==> config.mk <==
export PLATFORM = sky130hd
export DESIGN_NAME = tx_phy_gen_flat
export DESIGN_NICKNAME = d
export VERILOG_FILES = /design/src/rtl/tx_phy_gen_if.sv /design/src/rtl/tx_phy_gen.sv /design/src/flat_wrapper.sv
export SDC_FILE = /design/constraint.sdc
export NUM_CORES = 1
export LEC_CHECK = 0
export CAP_MARGIN = 20
export CORE_UTILIZATION = 52
export DETAILED_ROUTE_END_ITERATION = 7
export GPL_TIMING_DRIVEN = 1
export PLACE_DENSITY = 0.85
export SLEW_MARGIN = 20
export SYNTH_ARGS = -nofsm -noshare
export SYNTH_HDL_FRONTEND = slang
export SYNTH_SLANG_ARGS = --single-unit
==> constraint.sdc <==
create_clock -name clk -period 4.59 [get_ports clk]
set_clock_uncertainty 0.1 [all_clocks]
set_input_delay 1.1475 -clock clk [delete_from_list [all_inputs] [get_ports clk]]
set_output_delay 1.1475 -clock clk [all_outputs]
set_load 0.02 [all_outputs]
==> src/rtl/tx_phy_gen_if.sv <==
// Frame-control and TxFIFO handshake bundle for tx_phy_gen.
// The slave side is the line generator; the master is the controller/FIFO.
interface tx_phy_gen_if #(
    parameter int NUM_PHY = 32
);
    logic               tx_phy_start;
    logic [NUM_PHY-1:0] tx_phy_sel;
    logic               tx_phy_done;
    logic               tx_phy_busy;
    logic [31:0]        tx_dout;
    logic               tx_rd_en;

    modport master (
        output tx_phy_start,
        output tx_phy_sel,
        output tx_dout,
        input  tx_phy_done,
        input  tx_phy_busy,
        input  tx_rd_en
    );

    modport slave (
        input  tx_phy_start,
        input  tx_phy_sel,
        input  tx_dout,
        output tx_phy_done,
        output tx_phy_busy,
        output tx_rd_en
    );
endinterface

==> src/rtl/tx_phy_gen.sv <==
// Frame transmitter: pops a header and payload from the TxFIFO, then
// streams payload and nonce words on RZ-coded differential lanes.
module tx_phy_gen #(
    parameter int NUM_PHY  = 32,
    parameter int HDR_LEN  = 4,
    parameter int DATA_LEN = 23,
    parameter int TICK_W   = 8
) (
    input  logic               clk,
    input  logic               rst,
    input  logic               reg_flush,
    input  logic [TICK_W-1:0]  reg_tick,
    input  logic [31:0]        reg_nonce_max,
    tx_phy_gen_if.slave        phy,
    output logic               task_id_vld,
    output logic [NUM_PHY-1:0] rx_phy_sel,
    output logic [31:0]        task_id_h,
    output logic [31:0]        task_id_l,
    output logic [31:0]        reg_tout,
    output logic [NUM_PHY-1:0] TX_P,
    output logic [NUM_PHY-1:0] TX_N
);
    localparam int HW = $clog2(HDR_LEN + 1);
    localparam int DW = $clog2(DATA_LEN + 1);

    typedef enum logic [1:0] {
        IDLE,
        TASK,
        HASH,
        NONCE
    } state_t;

    state_t state, state_nx;

    logic [HW-1:0]     hdr_cnt;
    logic [DW-1:0]     word_cnt;
    logic [TICK_W-1:0] tick_len;
    logic [TICK_W-1:0] tick_cnt;
    logic [4:0]        bit_cnt;
    logic              half;
    logic              loading;
    logic [31:0]       shreg;
    logic [31:0]       step;
    logic [32:0]       acc;
    logic [31:0]       nonce_k;

    logic        tick;
    logic        word_end;
    logic        hash_last;
    logic        nonce_last;
    logic [31:0] step_eff;
    logic [32:0] acc_nx;
    logic        rd_en;
    logic        done;
    logic        p_bit;
    logic        n_bit;

    assign tick       = (tick_cnt == tick_len);
    assign word_end   = tick && half && !loading
                        && (bit_cnt == 5'd31);
    assign hash_last  = (word_cnt == DW'(DATA_LEN - 1));
    assign step_eff   = (step == 32'd0) ? 32'd1 : step;
    assign acc_nx     = acc + {1'b0, step_eff};
    assign nonce_last = acc_nx[32]
                        || ((reg_nonce_max != 32'd0)
                            && (nonce_k == reg_nonce_max));

    always_ff @(posedge clk) begin
        if (rst) state <= IDLE;
        else     state <= state_nx;
    end

    always_comb begin
        state_nx = state;
        rd_en    = 1'b0;
        done     = 1'b0;
        unique case (state)
            IDLE: begin
                if (phy.tx_phy_start) state_nx = TASK;
            end
            TASK: begin
                rd_en = 1'b1;
                if (hdr_cnt == HW'(HDR_LEN - 1)) state_nx = HASH;
            end
            HASH: begin
                if (loading) begin
                    rd_en = 1'b1;
                end else if (word_end) begin
                    if (hash_last) state_nx = NONCE;
                    else           rd_en    = 1'b1;
                end
            end
            NONCE: begin
                if (word_end && nonce_last) begin
                    state_nx = IDLE;
                    done     = 1'b1;
                end
            end
            default: state_nx = IDLE;
        endcase
        // Abort wins over everything, including a same-cycle start.
        if (reg_flush || rst) begin
            state_nx = IDLE;
            rd_en    = 1'b0;
            done     = 1'b0;
        end
    end

    always_ff @(posedge clk) begin
        if (rst) begin
            task_id_vld <= 1'b0;
            rx_phy_sel  <= '0;
            task_id_h   <= '0;
            task_id_l   <= '0;
            reg_tout    <= '0;
            step        <= '0;
            tick_len    <= '0;
            tick_cnt    <= '0;
            hdr_cnt     <= '0;
            word_cnt    <= '0;
            bit_cnt     <= '0;
            half        <= 1'b0;
            loading     <= 1'b0;
            shreg       <= '0;
            acc         <= '0;
            nonce_k     <= '0;
        end else begin
            task_id_vld <= 1'b0;
            tick_cnt    <= '0;
            if (state == IDLE && state_nx == TASK) begin
                rx_phy_sel <= phy.tx_phy_sel;
                tick_len   <= reg_tick;
                hdr_cnt    <= '0;
            end
            if (state == TASK && rd_en) begin
                hdr_cnt <= hdr_cnt + 1'b1;
                case (hdr_cnt)
                    HW'(0):  task_id_h <= phy.tx_dout;
                    HW'(1):  task_id_l <= phy.tx_dout;
                    HW'(2):  step      <= phy.tx_dout;
                    HW'(3):  reg_tout  <= phy.tx_dout;
                    default: ;
                endcase
                task_id_vld <= (state_nx == HASH);
                loading     <= 1'b1;
            end
            if (state == HASH || state == NONCE) begin
                if (loading) begin
                    loading  <= 1'b0;
                    shreg    <= phy.tx_dout;
                    word_cnt <= '0;
                    bit_cnt  <= '0;
                    half     <= 1'b0;
                end else begin
                    tick_cnt <= tick ? '0 : tick_cnt + 1'b1;
                    if (tick) begin
                        half <= ~half;
                        if (half) begin
                            bit_cnt <= bit_cnt + 1'b1;
                            shreg   <= shreg >> 1;
                            // Next word is fetched exactly as the last spacer ends.
                            if (bit_cnt == 5'd31) begin
                                if (state == HASH && !hash_last) begin
                                    word_cnt <= word_cnt + 1'b1;
                                    shreg    <= phy.tx_dout;
                                end else if (state == HASH) begin
                                    shreg   <= step_eff;
                                    acc     <= {1'b0, step_eff};
                                    nonce_k <= 32'd1;
                                end else begin
                                    shreg   <= acc_nx[31:0];
                                    acc     <= acc_nx;
                                    nonce_k <= nonce_k + 1'b1;
                                end
                            end
                        end
                    end
                end
            end
        end
    end

    always_comb begin
        p_bit = 1'b1;
        n_bit = 1'b1;
        unique case (state)
            IDLE: begin
                p_bit = 1'b1;
                n_bit = 1'b1;
            end
            TASK: begin
                p_bit = 1'b0;
                n_bit = 1'b0;
            end
            HASH, NONCE: begin
                p_bit = !(loading || half) && shreg[0];
                n_bit = !(loading || half) && !shreg[0];
            end
            default: ;
        endcase
    end

    assign TX_P = ({NUM_PHY{p_bit}} & rx_phy_sel) | ~rx_phy_sel;
    assign TX_N = ({NUM_PHY{n_bit}} & rx_phy_sel) | ~rx_phy_sel;

    assign phy.tx_rd_en    = rd_en;
    assign phy.tx_phy_done = done;
    assign phy.tx_phy_busy = (state != IDLE);
endmodule

==> src/flat_wrapper.sv <==
// flat-port wrapper written by rule: the top's interface ports become plain ports
module tx_phy_gen_flat 
#(
    parameter int NUM_PHY  = 32,
    parameter int HDR_LEN  = 4,
    parameter int DATA_LEN = 23,
    parameter int TICK_W   = 8
)
  (clk, rst, reg_flush, reg_tick, reg_nonce_max, task_id_vld, rx_phy_sel, task_id_h, task_id_l, reg_tout, TX_P, TX_N, phy_tx_phy_start, phy_tx_phy_sel, phy_tx_dout, phy_tx_phy_done, phy_tx_phy_busy, phy_tx_rd_en);
  tx_phy_gen_if #(.NUM_PHY(NUM_PHY)) phy_i ();
  input  logic clk;
  input  logic rst;
  input  logic reg_flush;
  input  logic [TICK_W-1:0] reg_tick;
  input  logic [31:0] reg_nonce_max;
  output logic task_id_vld;
  output logic [NUM_PHY-1:0] rx_phy_sel;
  output logic [31:0] task_id_h;
  output logic [31:0] task_id_l;
  output logic [31:0] reg_tout;
  output logic [NUM_PHY-1:0] TX_P;
  output logic [NUM_PHY-1:0] TX_N;
  input wire logic [$bits(phy_i.tx_phy_start)-1:0] phy_tx_phy_start;
  input wire logic [$bits(phy_i.tx_phy_sel)-1:0] phy_tx_phy_sel;
  input wire logic [$bits(phy_i.tx_dout)-1:0] phy_tx_dout;
  output wire logic [$bits(phy_i.tx_phy_done)-1:0] phy_tx_phy_done;
  output wire logic [$bits(phy_i.tx_phy_busy)-1:0] phy_tx_phy_busy;
  output wire logic [$bits(phy_i.tx_rd_en)-1:0] phy_tx_rd_en;
  assign phy_i.tx_phy_start = phy_tx_phy_start;
  assign phy_i.tx_phy_sel = phy_tx_phy_sel;
  assign phy_i.tx_dout = phy_tx_dout;
  assign phy_tx_phy_done = phy_i.tx_phy_done;
  assign phy_tx_phy_busy = phy_i.tx_phy_busy;
  assign phy_tx_rd_en = phy_i.tx_rd_en;
  tx_phy_gen #(.NUM_PHY(NUM_PHY), .HDR_LEN(HDR_LEN), .DATA_LEN(DATA_LEN), .TICK_W(TICK_W)) u_core (.clk(clk), .rst(rst), .reg_flush(reg_flush), .reg_tick(reg_tick), .reg_nonce_max(reg_nonce_max), .phy(phy_i), .task_id_vld(task_id_vld), .rx_phy_sel(rx_phy_sel), .task_id_h(task_id_h), .task_id_l(task_id_l), .reg_tout(reg_tout), .TX_P(TX_P), .TX_N(TX_N));
endmodule
# == After elaboration in Yosys (flattened, before gate mapping) ==
# Cells that the tools add are included.
# W data, S select, Z words.
# totals
ff_bits,291
latchBits,0
ram_bits,0
romBits,0
output_inout_bits,196
wordCells,126
mem_count,0
# op_classes
addsub,6
multipliers,0
n_div,0
magnitude_cmp,0
n_eq_ne,12
shift,0
mux,42
bitwise_logic,10
n_reduce_logical,39
# ops
op,n
$mux W32,8
$and A32 B32 Y32,2
$or A32 B32 Y32,2
$mux W5,8
$add A33 B32 Y33,1
$mux W33,1
$add A32 B1 Y32 const B,1
$eq A32 B32 Y1,1
$logic_not A32 Y1,1
$not A32 Y32,1
$reduce_bool A32 Y1,1
$mux W2,7
$mux W1,12
$reduce_bool A2 Y1,6
$add A5 B1 Y5 const B,2
$eq A5 B5 Y1 const B,2
$logic_and A1 B1 Y1,10
$reduce_and A2 Y1,5
$add A8 B1 Y8 const B,1
$eq A8 B8 Y1,1
$pmux W2 S4,1
$eq A2 B2 Y1 const B,3
$eq A3 B2 Y1 const B,2
$mux W3,2
other kinds (15),28

# == Depth between registers and ports, before layout ==
# depth
ltp_word,12
ltp_mapped,14

# == Worst setup path after synthesis ==
# Ideal clock, no wire load.
# synth_path
path_kind,register to output
from,register u_core.step[24]
to,output phy_tx_phy_done
t_arrival_ns,3.160
slack_ns,0.183
path_stages_with_launch,14
path_buffers,0
cell_sequence,dfxtp_1 nor4_1 nand4_1 o21bai_1 ha_1 fa_1 a21o_1 nand4_1 nand3_1 a21oi_2 a2111oi_2 o32ai_1 xor2_1 a211oi_1
# synth_between
elab_chain_len,8
# synth_rtl
element,line,rtl
from (decl),tx_phy_gen.sv:43,logic [31:0] step;
from (signal assigned),tx_phy_gen.sv:140,HW'(2): step <= phy.tx_dout;
$logic_not A32 Y1,tx_phy_gen.sv:62,assign step_eff = (step == 32'd0) ? 32'd1 : step;
$mux W32 (*),tx_phy_gen.sv:62,
$add A33 B32 Y33 (*),tx_phy_gen.sv:63,"assign acc_nx = acc + {1'b0, step_eff};"
$logic_or A1 B1 Y1 (*),tx_phy_gen.sv:65,|| ((reg_nonce_max != 32'd0)
$logic_and A1 B1 Y1 (*),tx_phy_gen.sv:94,if (word_end && nonce_last) begin
$mux W1 (*),tx_phy_gen.sv:94,
$mux W1 (*),tx_phy_gen.sv:77,unique case (state)
$mux W1 (*),tx_phy_gen.sv:102,if (reg_flush || rst) begin
to (decl),flat_wrapper.sv:26,output wire logic [$bits(phy_i.tx_phy_done)-1:0] phy_tx_phy_done;
# Mark *: on every way between the ends. The rest lies on a longest branch, timed or not.

# == Worst setup path after layout ==
# layout_path
from,register u_core.step[25]
to,output phy_tx_phy_done
# The elaborated chain is that of the path after synthesis.

==> flow_metrics.env <==
export IMPL_synth_xor_area_share_pct=5.64
export IMPL_rsz0062_at_grt="true"
export IMPL_wire_per_inst_um=18.8
export IMPL_crit_type="flop to output pin"
export IMPL_synthTopCellsByArea="dfxtp_1 (40%), nand2_1 (14%), a21oi_1 (8.8%)"
export IMPL_setup_viol=1
export IMPL_cts_buffers=30
export IMPL_nFillCells=2149
export IMPL_timing_final_crit_period_ps=4930
export IMPL_cts_htree_levels=1
export IMPL_synth_mux_area_share_pct=1.01
export IMPL_crit_chain="nor4_2 -> buf_4 -> nand4_1 -> o21bai_1 -> ha_2 -> fa_2 -> a21o_1 -> nand4_1 -> nand3_1 -> a21oi_2 -> a2111oi_4 -> o32ai_2 -> xor2_1 -> a211oi_2 -> buf_4"
export IMPL_yosys_area_share_simple_pct=24.0
export IMPL_die_area_um2=28700
export IMPL_drt_first_iter_violations=1336
export IMPL_use_met2_pct=54.6
export IMPL_synth_seq_area_share_pct=40.0
export IMPL_crit_slowest_cell="a2111oi_4"
export IMPL_ys_flop_type="dfxtp_1"
export IMPL_place_gp_congestion=0.907
export IMPL_path_clk_slew_ps=60
export IMPL_p_leak_nw=6.83
export IMPL_grt_ovfl_total=0
export IMPL_detail_route_vias_per_cell=5.87
export IMPL_worstSetupStartpointType="flop"
export IMPL_start_util_pct=53.5
export IMPL_layout_drive_gt1_share_pct=6.92
export IMPL_final_area_um2=19100
export IMPL_grtUsageMet3_pct=5.78
export IMPL_slew_headroom_pct=30.0
export IMPL_route_detailed_drc=0
export IMPL_synth_top_family_by_area="simple AND/OR/NAND/NOR gates"
export IMPL_core_rowCount=60
export IMPL_async_flop_share_pct=0
export IMPL_synth_common_cells="nand2_1 (528), dfxtp_1 (291), a21oi_1 (256), clkbuf_1 (131), nor2_1 (131)"
export IMPL_ys_ff_latch=291
export IMPL_p_per_area_nw_per_um2=286
export IMPL_critical_path_peak_fanout=2
export IMPL_synth_area_um2=14600
export IMPL_grt_max_degree=219
export IMPL_grt_util_met1_pct=40.8
export IMPL_ys_types=82
export IMPL_fmax_ghz=0.203
export IMPL_synth_fa_ha_area_share_pct=4.17
export IMPL_worstSkewPairLatency_ps=590
export IMPL_max_stage_delay_ps=370
export IMPL_synth_top_area_share_pct=40.0
export IMPL_synth_compound_area_share_pct=20.4
export IMPL_syn_inst=1935
export IMPL_violations="setup timing"
export IMPL_peakVddDrop_v=0.000310
export IMPL_worst_hold_path_type="flop to flop"
export IMPL_drtPass1Iterations=8
export IMPL_total_power_w=0.00547
export IMPL_routed_wirelength_um=48600
export IMPL_cp_required_ps=3340
export IMPL_status="finished with violations"
export IMPL_pin_count=304
export IMPL_tightest_slew_ps=1050
export IMPL_fin_ws_ps=-336
export IMPL_portBuffers=303
export IMPL_end_kind="output pin"
export IMPL_cts_tree="done"
export IMPL_critPathArrivalTime_ps=3680
export IMPL_ant_nets=0
export IMPL_fin_crit_sh_pct=107
export IMPL_syn_nets=2091
export IMPL_vias=15200
export IMPL_yosysMostFrequentCell="nand2_1"
export IMPL_track_usage_pct=32.8
export IMPL_syn_to_final_growth_pct=31.3
export IMPL_top_usage_layer="met2"
export IMPL_critPathTopFamily="compound AO/OA/AOI/OAI gates"
export IMPL_synth_top_area_cell="dfxtp_1"
export IMPL_synth_edf_count=0
export IMPL_grt_pass1_vias=14200
export IMPL_core_area_um2=27300
export IMPL_grt_pass1_wl_um=74900
export IMPL_maxSlewViolCount=0
export IMPL_finalNetCount=2346
export IMPL_placed_area_um2=18100
export IMPL_cts_hold_buf=0
export IMPL_avgSynthCellArea_um2=7.54
export IMPL_clkSinkCount=291
export IMPL_antenna_cells=0
export IMPL_critPathBufInv=2
export IMPL_hold_violations=0
export IMPL_synth_warnings=0
export IMPL_die_width_um=169
export IMPL_cap_violations=0
export IMPL_antenna_found_initial=0
export IMPL_cts_root_buffer="clkbuf_16"
export IMPL_place_ws_ps=-392
export IMPL_dp_hpwl_um=35300
export IMPL_clock_path_buffers=3
export IMPL_dieHeight_um=169
-- final timing paths --
path	startpoint	end	slack, ps	depth (start not counted)
setup / recovery	u_core.step[25]	phy_tx_phy_done	-340	15
hold / removal	u_core.task_id_l[17]	u_core.task_id_l[17]	350	2
setup reg to reg	u_core.step[25]	u_core.shreg[22]	760	16
hold reg to reg	u_core.task_id_l[17]	u_core.task_id_l[17]	350	2
-- cells in the final DEF, fill, tap and decap left out, types with 30 or more instances in the layout --
| cell | n |
|---|---|
| ha_1 | 45 |
| a21oi_1 | 256 |
| inv_1 | 32 |
| o21ai_0 | 50 |
| nor2_1 | 129 |
| xnor2_1 | 57 |
| dfxtp_1 | 291 |
| clkdlybuf4s50_1 | 300 |
| a211oi_1 | 31 |
| clkbuf_16 | 30 |
| nand2_1 | 528 |
| buf_4 | 70 |
| xor2_1 | 35 |
-- where the power goes --
| group | total [W] | leakage, nW | switching (W) | internal (W) |
|---|---|---|---|---|
| clock | 0.00254 | 0.510 | 0.00103 | 0.00151 |
| combinational | 0.000365 | 3.97 | 0.000208 | 0.000157 |
| sequential | 0.00256 | 2.35 | 0.0000207 | 0.00254 |
-- worst reg2reg max path, stage by stage, from the launching register on --
cell	delay [ps]
dfxtp_1	320
nor4_2	240
buf_4	150
nand4_1	130
o21bai_1	230
ha_2	230
fa_2	210
a21o_1	140
nand4_1	130
nand3_1	130
a21oi_2	90
buf_4	160
a21oi_1	390
a21bo_2	310
mux2_2	380
o221ai_1	220
a211oi_1	110
-- registers in the layout, summed over array words and instances, names as in the netlist --
name	count
u_core.acc	33
u_core.bit_cnt	5
u_core.half	1
u_core.hdr_cnt	3
u_core.loading	1
u_core.nonce_k	32
u_core.reg_tout	32
u_core.rx_phy_sel	32
u_core.shreg	32
u_core.state	2
u_core.step	32
u_core.task_id_h	32
u_core.task_id_l	32
u_core.task_id_vld	1
u_core.tick_cnt	8
u_core.tick_len	8
u_core.word_cnt	5
-- cell families after synthesis --
logic type / after synthesis
simple gates: 818
mux: 14
xor+xnor: 93
compound gates: 488
fa+ha+maj: 48
buf+inv: 183
flops: 291
-- repair_timing --
item	4_1_cts	5_1_grt
setup endpoints to repair	2	2
setup buffers	1	0
pin swaps	4	0
endpoints found under the hold margin	0	0
resized for setup	15	1
-- stage by stage --
step | instances | setup TNS, ps | utilization, % | hold WS [ps]
floorplan | 1935 | 0 | - | 327
global placement | 2529 | -279 | 66.2 | 338
detailed placement | 2529 | -392 | 66.2 | 346
CTS | 2582 | -310 | 70.2 | 354
global route | 2582 | -571 | 70.3 | 368
finish | 2582 | -336 | 70.3 | 352
-- layout make-up --
class                      instances  area [µm²]  share of cell area (%)
clock buffer                      44         893                    4.67
sequential                       291        5830                    30.4
tap                              372         465                    2.43
clock inverter                     8         144                   0.752
timing repair buffer             373        3570                    18.6
multi-input combinational       1461        8120                    42.4
inverter                          33         124                   0.647
-- per-layer routing --
layer  up-vias  share of wire (%)
li1       7160                  -
met1      7124                 40
met2       728                 46
met3       154                8.2
met4         0                5.2
met5         -                  0
No activity file was read; power rests on OpenSTA's default activity.
